[src/rtl/iter_alu_if.sv]
// Request/response bundle for iter_alu: the operation request (Start, opcode, operands)
// and the registered result and handshake (Busy, Done, Out, flags).
interface iter_alu_if #(
  parameter int WIDTH = 8
);
  logic             Start;
  logic [2:0]       OP;
  logic [1:0]       Function;
  logic [WIDTH-1:0] InputA;
  logic [WIDTH-1:0] InputB;
  logic             Busy;
  logic             Done;
  logic [WIDTH-1:0] Out;
  logic [WIDTH-1:0] OutHi;
  logic             Zero;
  logic             Carry;
  logic             Err;

  // The requester (core or bench) drives the operation and sees the result.
  modport master (
    output Start, OP, Function, InputA, InputB,
    input  Busy, Done, Out, OutHi, Zero, Carry, Err
  );

  // The ALU receives the operation and drives the result.
  modport slave (
    input  Start, OP, Function, InputA, InputB,
    output Busy, Done, Out, OutHi, Zero, Carry, Err
  );
endinterface

[src/rtl/iter_alu.sv]
// Multi-cycle ALU with a Start/Busy/Done handshake.
// Single-cycle ops finish one edge after Start. Shifts move one bit per cycle.
// MUL is a WIDTH-step shift-add multiplier producing a 2*WIDTH-bit product.
module iter_alu #(
  parameter int WIDTH = 8,
  parameter int SHW   = $clog2(WIDTH) + 1
) (
  input logic        Clk,
  input logic        ResetN,
  iter_alu_if.slave  bus
);

  typedef enum logic [1:0] {IDLE, SHIFT, MUL, DONE} state_t;

  localparam logic [SHW-1:0]   CNT_FULL   = SHW'(WIDTH);
  localparam logic [WIDTH-1:0] WIDTH_AS_B = WIDTH'(WIDTH);
  localparam logic [SHW-1:0]   CNT_ONE    = SHW'(1);

  state_t           state_reg;
  logic [WIDTH-1:0] w_reg;      // shift working value / multiplicand
  logic [WIDTH-1:0] b_reg;      // multiplier, becomes the product low half
  logic [WIDTH-1:0] hi_reg;     // product high half accumulator
  logic [SHW-1:0]   cnt_reg;    // remaining shift steps / multiply iterations
  logic [1:0]       kind_reg;   // latched Function: selects SLL/SRL/SRA
  logic             busy_reg;
  logic             done_reg;
  logic [WIDTH-1:0] out_reg;
  logic [WIDTH-1:0] outhi_reg;
  logic             zero_reg;
  logic             carry_reg;
  logic             err_reg;

  logic             legal;
  logic             is_shift;
  logic             is_mul;
  logic             alu_carry;
  logic [WIDTH-1:0] alu_res;
  logic [WIDTH:0]   add_sum;
  logic [SHW-1:0]   shamt;
  logic [WIDTH-1:0] shift_next;
  logic [WIDTH:0]   mul_sum;
  logic [WIDTH-1:0] mul_hi_next;
  logic [WIDTH-1:0] mul_lo_next;

  // Decode the request and compute every single-cycle result from the live inputs.
  always_comb begin
    legal     = 1'b1;
    is_shift  = 1'b0;
    is_mul    = 1'b0;
    alu_res   = '0;
    alu_carry = 1'b0;
    add_sum   = {1'b0, bus.InputA} + {1'b0, bus.InputB};
    // Any amount of WIDTH or more saturates to WIDTH steps.
    shamt     = (bus.InputB >= WIDTH_AS_B) ? CNT_FULL : bus.InputB[SHW-1:0];
    case (bus.OP)
      3'd0: begin
        alu_res   = add_sum[WIDTH-1:0];
        alu_carry = add_sum[WIDTH];
      end
      3'd1: begin
        case (bus.Function)
          2'd0:    alu_res = bus.InputA & bus.InputB;
          2'd1:    alu_res = bus.InputA ^ bus.InputB;
          default: legal = 1'b0;
        endcase
      end
      3'd2: begin
        case (bus.Function)
          2'd0:    alu_res = bus.InputA | bus.InputB;
          2'd1: begin
            alu_res   = bus.InputA - bus.InputB;
            alu_carry = (bus.InputA >= bus.InputB);
          end
          default: legal = 1'b0;
        endcase
      end
      3'd3: begin
        if (bus.Function != 2'd3) is_shift = 1'b1;
        else                      legal    = 1'b0;
      end
      3'd4: begin
        if (bus.Function == 2'd0) is_mul = 1'b1;
        else                      legal  = 1'b0;
      end
      default: legal = 1'b0;
    endcase
  end

  // One-bit step of the working register; SRA keeps replicating the original sign bit.
  always_comb begin
    case (kind_reg)
      2'd0:    shift_next = w_reg << 1;
      2'd1:    shift_next = w_reg >> 1;
      default: shift_next = $unsigned($signed(w_reg) >>> 1);
    endcase
  end

  // One shift-add step: conditionally add the multiplicand, then shift {carry, hi, lo} right.
  always_comb begin
    mul_sum     = {1'b0, hi_reg} + (b_reg[0] ? {1'b0, w_reg} : '0);
    mul_hi_next = mul_sum[WIDTH:1];
    mul_lo_next = {mul_sum[0], b_reg[WIDTH-1:1]};
  end

  // Control FSM with all datapath and result registers; results load on entry to DONE.
  always_ff @(posedge Clk) begin
    if (!ResetN) begin
      state_reg <= IDLE;
      w_reg     <= '0;
      b_reg     <= '0;
      hi_reg    <= '0;
      cnt_reg   <= '0;
      kind_reg  <= '0;
      busy_reg  <= 1'b0;
      done_reg  <= 1'b0;
      out_reg   <= '0;
      outhi_reg <= '0;
      zero_reg  <= 1'b0;
      carry_reg <= 1'b0;
      err_reg   <= 1'b0;
    end else begin
      case (state_reg)
        IDLE: begin
          done_reg <= 1'b0;
          if (bus.Start) begin
            busy_reg <= 1'b1;
            kind_reg <= bus.Function;
            w_reg    <= bus.InputA;
            b_reg    <= bus.InputB;
            if (!legal) begin
              state_reg <= DONE;
              done_reg  <= 1'b1;
              out_reg   <= '0;
              outhi_reg <= '0;
              zero_reg  <= 1'b1;
              carry_reg <= 1'b0;
              err_reg   <= 1'b1;
            end else if (is_shift && shamt != '0) begin
              state_reg <= SHIFT;
              cnt_reg   <= shamt;
            end else if (is_shift) begin
              // Zero-length shift passes A through.
              state_reg <= DONE;
              done_reg  <= 1'b1;
              out_reg   <= bus.InputA;
              outhi_reg <= '0;
              zero_reg  <= (bus.InputA == '0);
              carry_reg <= 1'b0;
              err_reg   <= 1'b0;
            end else if (is_mul) begin
              state_reg <= MUL;
              hi_reg    <= '0;
              cnt_reg   <= CNT_FULL;
            end else begin
              state_reg <= DONE;
              done_reg  <= 1'b1;
              out_reg   <= alu_res;
              outhi_reg <= '0;
              zero_reg  <= (alu_res == '0);
              carry_reg <= alu_carry;
              err_reg   <= 1'b0;
            end
          end
        end
        SHIFT: begin
          w_reg   <= shift_next;
          cnt_reg <= cnt_reg - CNT_ONE;
          if (cnt_reg == CNT_ONE) begin
            state_reg <= DONE;
            done_reg  <= 1'b1;
            out_reg   <= shift_next;
            outhi_reg <= '0;
            zero_reg  <= (shift_next == '0);
            carry_reg <= 1'b0;
            err_reg   <= 1'b0;
          end
        end
        MUL: begin
          hi_reg  <= mul_hi_next;
          b_reg   <= mul_lo_next;
          cnt_reg <= cnt_reg - CNT_ONE;
          if (cnt_reg == CNT_ONE) begin
            state_reg <= DONE;
            done_reg  <= 1'b1;
            out_reg   <= mul_lo_next;
            outhi_reg <= mul_hi_next;
            zero_reg  <= (mul_lo_next == '0);
            carry_reg <= 1'b0;
            err_reg   <= 1'b0;
          end
        end
        DONE: begin
          state_reg <= IDLE;
          done_reg  <= 1'b0;
          busy_reg  <= 1'b0;
        end
        default: state_reg <= IDLE;
      endcase
    end
  end

  assign bus.Busy  = busy_reg;
  assign bus.Done  = done_reg;
  assign bus.Out   = out_reg;
  assign bus.OutHi = outhi_reg;
  assign bus.Zero  = zero_reg;
  assign bus.Carry = carry_reg;
  assign bus.Err   = err_reg;

endmodule

[src/flat_wrapper.sv]
// flat-port wrapper written by rule: the top's interface ports become plain ports
module iter_alu_flat 
#(
  parameter int WIDTH = 8,
  parameter int SHW   = $clog2(WIDTH) + 1
)
  (Clk, ResetN, bus_Start, bus_OP, bus_Function, bus_InputA, bus_InputB, bus_Busy, bus_Done, bus_Out, bus_OutHi, bus_Zero, bus_Carry, bus_Err);
  iter_alu_if #(.WIDTH(WIDTH)) bus_i ();
  input logic Clk;
  input logic ResetN;
  input wire logic [$bits(bus_i.Start)-1:0] bus_Start;
  input wire logic [$bits(bus_i.OP)-1:0] bus_OP;
  input wire logic [$bits(bus_i.Function)-1:0] bus_Function;
  input wire logic [$bits(bus_i.InputA)-1:0] bus_InputA;
  input wire logic [$bits(bus_i.InputB)-1:0] bus_InputB;
  output wire logic [$bits(bus_i.Busy)-1:0] bus_Busy;
  output wire logic [$bits(bus_i.Done)-1:0] bus_Done;
  output wire logic [$bits(bus_i.Out)-1:0] bus_Out;
  output wire logic [$bits(bus_i.OutHi)-1:0] bus_OutHi;
  output wire logic [$bits(bus_i.Zero)-1:0] bus_Zero;
  output wire logic [$bits(bus_i.Carry)-1:0] bus_Carry;
  output wire logic [$bits(bus_i.Err)-1:0] bus_Err;
  assign bus_i.Start = bus_Start;
  assign bus_i.OP = bus_OP;
  assign bus_i.Function = bus_Function;
  assign bus_i.InputA = bus_InputA;
  assign bus_i.InputB = bus_InputB;
  assign bus_Busy = bus_i.Busy;
  assign bus_Done = bus_i.Done;
  assign bus_Out = bus_i.Out;
  assign bus_OutHi = bus_i.OutHi;
  assign bus_Zero = bus_i.Zero;
  assign bus_Carry = bus_i.Carry;
  assign bus_Err = bus_i.Err;
  iter_alu #(.WIDTH(WIDTH), .SHW(SHW)) u_core (.Clk(Clk), .ResetN(ResetN), .bus(bus_i));
endmodule
[config.mk]
export PLATFORM = sky130hd
export DESIGN_NAME = iter_alu_flat
export DESIGN_NICKNAME = d
export VERILOG_FILES = /design/src/rtl/iter_alu_if.sv /design/src/rtl/iter_alu.sv /design/src/flat_wrapper.sv
export SDC_FILE = /design/constraint.sdc
export NUM_CORES = 1
export LEC_CHECK = 0
export BUFFER_PORTS_ARGS = -buffer_cell sky130_fd_sc_hd__buf_2
export CORE_ASPECT_RATIO = 0.75
export CORE_MARGIN = 8
export CORE_UTILIZATION = 54
export DETAILED_ROUTE_END_ITERATION = 8
export GPL_TIMING_DRIVEN = 0
export PLACE_DENSITY = 0.77
export SYNTH_ARGS = -nofsm -noshare
export SYNTH_HDL_FRONTEND = slang
export SYNTH_SLANG_ARGS = --single-unit
[constraint.sdc]
create_clock -name Clk -period 2.2 [get_ports Clk]
set_clock_uncertainty 0.05 [all_clocks]
set_input_delay 0.44 -clock Clk [delete_from_list [all_inputs] [get_ports Clk]]
set_output_delay 0.44 -clock Clk [all_outputs]
set_load 0.02 [all_outputs]
==> metrics.yaml <==
synth_area_leaders: "dfxtp_1 24%, ha_1 11%, nand2_1 5.8%"
violations: "setup timing"
hold_viol: 0
p_leak_nw: 2.381
critPathMaxFanout: 5
cts_tree: "built"
synth_compound_area_frac: 0.2996
track_usage: 0.2429
cts_buffer_depth: 2
stdcell_count: 740
worst_pin_slew_ns: 0.7714
grt_max_degree: 17
critPathArrivalTime_ns: 2.51
synth.yosys.seq_area_share: 0.2377
status: "finished, violations left"
gp_congestion: 0.9864
cts_root_buf: "clkbuf_8"
syn_avg_cell_area_um2: 7.805
antenna_found_initial: 0
synth_cells: 572
drtAntennaViolNets: 0
nets: 700
period_needed_ns: 2.317
initial_core_util: 0.5614
setup_slack_ns: -0.1168
setup_viol: 7
synth_warnings: 0
synth_top_area_share: 0.2377
firstDrtPassIters: 6
async_reset_ff_frac: 0
yosysUniqueCellTypes: 68
core_um2: 7953
numPortBuffers: 41
synthAdderAreaFrac: 0.1228
wl_per_cell_um: 19.96
synth-edff-count: 0
grt_pass1_wl_um: 22710
period_share: 1.053
cts_sinks: 53
final_common_cell: "nand2_1"
die_x_um: 121.0
slew_viol_final: 0
h-tree-depth: 2
synth_nets: 638
dp_hpwl_um: 10690
final_cell_mix: "66 x nand2_1, 52 x dfxtp_1, 36 x a21oi_1, 36 x buf_2, 32 x o21ai_0"
synth_xor_area_frac: 0.01373
fin_util: 0.7012
grt_pass1_vias: 4563
cp-end-kind: "flip-flop"
clkTransAtPathRegs_ns: 0.11
synth_mux_area_frac: 0.04092
cts_buffers: 5
p_per_area_nw_per_um2: 849.2
synth_top_area_cell: "dfxtp_1"
hp-class: "reg -> reg"
cp-start-kind: "primary input"
die-area_um2: 11460
layout-drive-gt1-share: 0.2677
ir_drop_mv: 1.182
reg2reg_setup_slack_ns: -0.10
synth-seq-cells: 53
overflow: 0
vias: 4794
dp_cells: 718
dr.first_iter.drc_count: 536
post-route-drc-count: 0
die_h_um: 94.75
syn_to_final_growth_pct: 24.92
rsz0062_at_grt: "yes"
cp.required_ns: 2.39
insertion_delay_ns: 0.31
slew-limit-headroom: 0.4826
avgViaCountPerCell: 6.478
maxCapViolCount: 0
tns_ns: -0.5552
synth_area_um2: 4464
postPlaceCellArea_um2: 4828
worstSetupPathType: "in -> reg"
rows: 28
finalWirelength_um: 14770
synth_top_family_by_area: "compound AO/OA/AOI/OAI gates"
ios: 45
synthSimpleGateAreaFrac: 0.2195
fmax_ghz: 0.4316
fin_area_um2: 5577
postCtsHoldBufs: 0
synth_ff_type: "dfxtp_1"
diodes: 0
-- metal layers --
layer,track usage,up-vias,routed length (um)
met5,0,-,0
met4,0.06010,0,276
met3,0.05367,44,1500
met2,0.3850,278,6543
met1,0.3281,2286,6451
li1,-,2186,-
-- final cells by class --
type,instances,area [um2]
flip-flops and latches,53,1065
clock buffers,6,82.58
inverters,34,152.6
repair buffers,56,401.6
fillers,634,2376
well taps,105,131.4
clock inverters,2,13.76
multi-input cells,453,3516
plain buffers,31,214.0
-- cells by family after synthesis --
logic type                 count (synthesis)
buffers and inverters                     66
DFF                                       53
muxes                                     18
adders and majority gates                 42
and+or+nand+nor                          195
xor gates and xnor gates                   7
AOI/OAI and AO/OA                        191
-- per-stage QoR --
step / setup slack (ns) / total power [mW] / hold WS (ns)
final: -0.1168 / 4.736 / 0.4093
after CTS: -0.1029 / 4.460 / 0.4105
after global placement: -0.7214 / 3.694 / 0.3856
after global routing: -0.2166 / 5.021 / 0.4278
after detailed placement: -0.7785 / 3.765 / 0.3960
after floorplan: -0.01774 / 3.096 / 0.3888
-- synth_stat cells, types with 6 or more instances --
cell type and number:
mux2i_1 16, nand3_1 16, o21ai_0 36, inv_1 34, nor2b_1 16, ha_1 39, dfxtp_1 53, clkbuf_1 17
o211a_1 14, a21oi_1 44, o211ai_1 16, nor4_1 6, a21boi_0 12, nor2_1 27, a211oi_1 11, nor3_1 11
buf_2 7, nand2_1 69, and2_1 16, a21o_1 6
-- report_power, final --
group,leakage [nW],switching (mW),total [mW],internal [mW]
Clock,0.0512,0.348,0.604,0.257
Combinational,1.90,1.64,2.70,1.06
Sequential,0.434,0.229,1.44,1.21
-- worst max-delay path, stage by stage --
cell and delay [ns]:
buf_12 0.10, inv_6 0.03, ha_4 0.15, fa_2 0.52
mux2i_1 0.10, a221o_1 0.39, a31oi_1 0.20, nand3_1 0.13
nor3_2 0.13, nand4_1 0.14, a31oi_1 0.16
-- path summary, 6_finish.rpt --
kind,start,to,cells past startpoint
setup reg to reg,u_core.b_reg[0],u_core.bus.OutHi[5],10
setup / recovery,bus_InputA[0],u_core.bus.Zero,11
hold reg to reg,u_core.bus.OutHi[7],u_core.bus.OutHi[7],2
hold / removal,u_core.bus.OutHi[7],u_core.bus.OutHi[7],2
-- timing repair --
item                                    CTS  global route
gates cloned                              1             0
pin swaps                                25            25
buffers inserted                          7             7
gates resized for setup                  44            96
endpoints found under the setup margin   15            40
No activity file was read; power rests on OpenSTA's default activity.
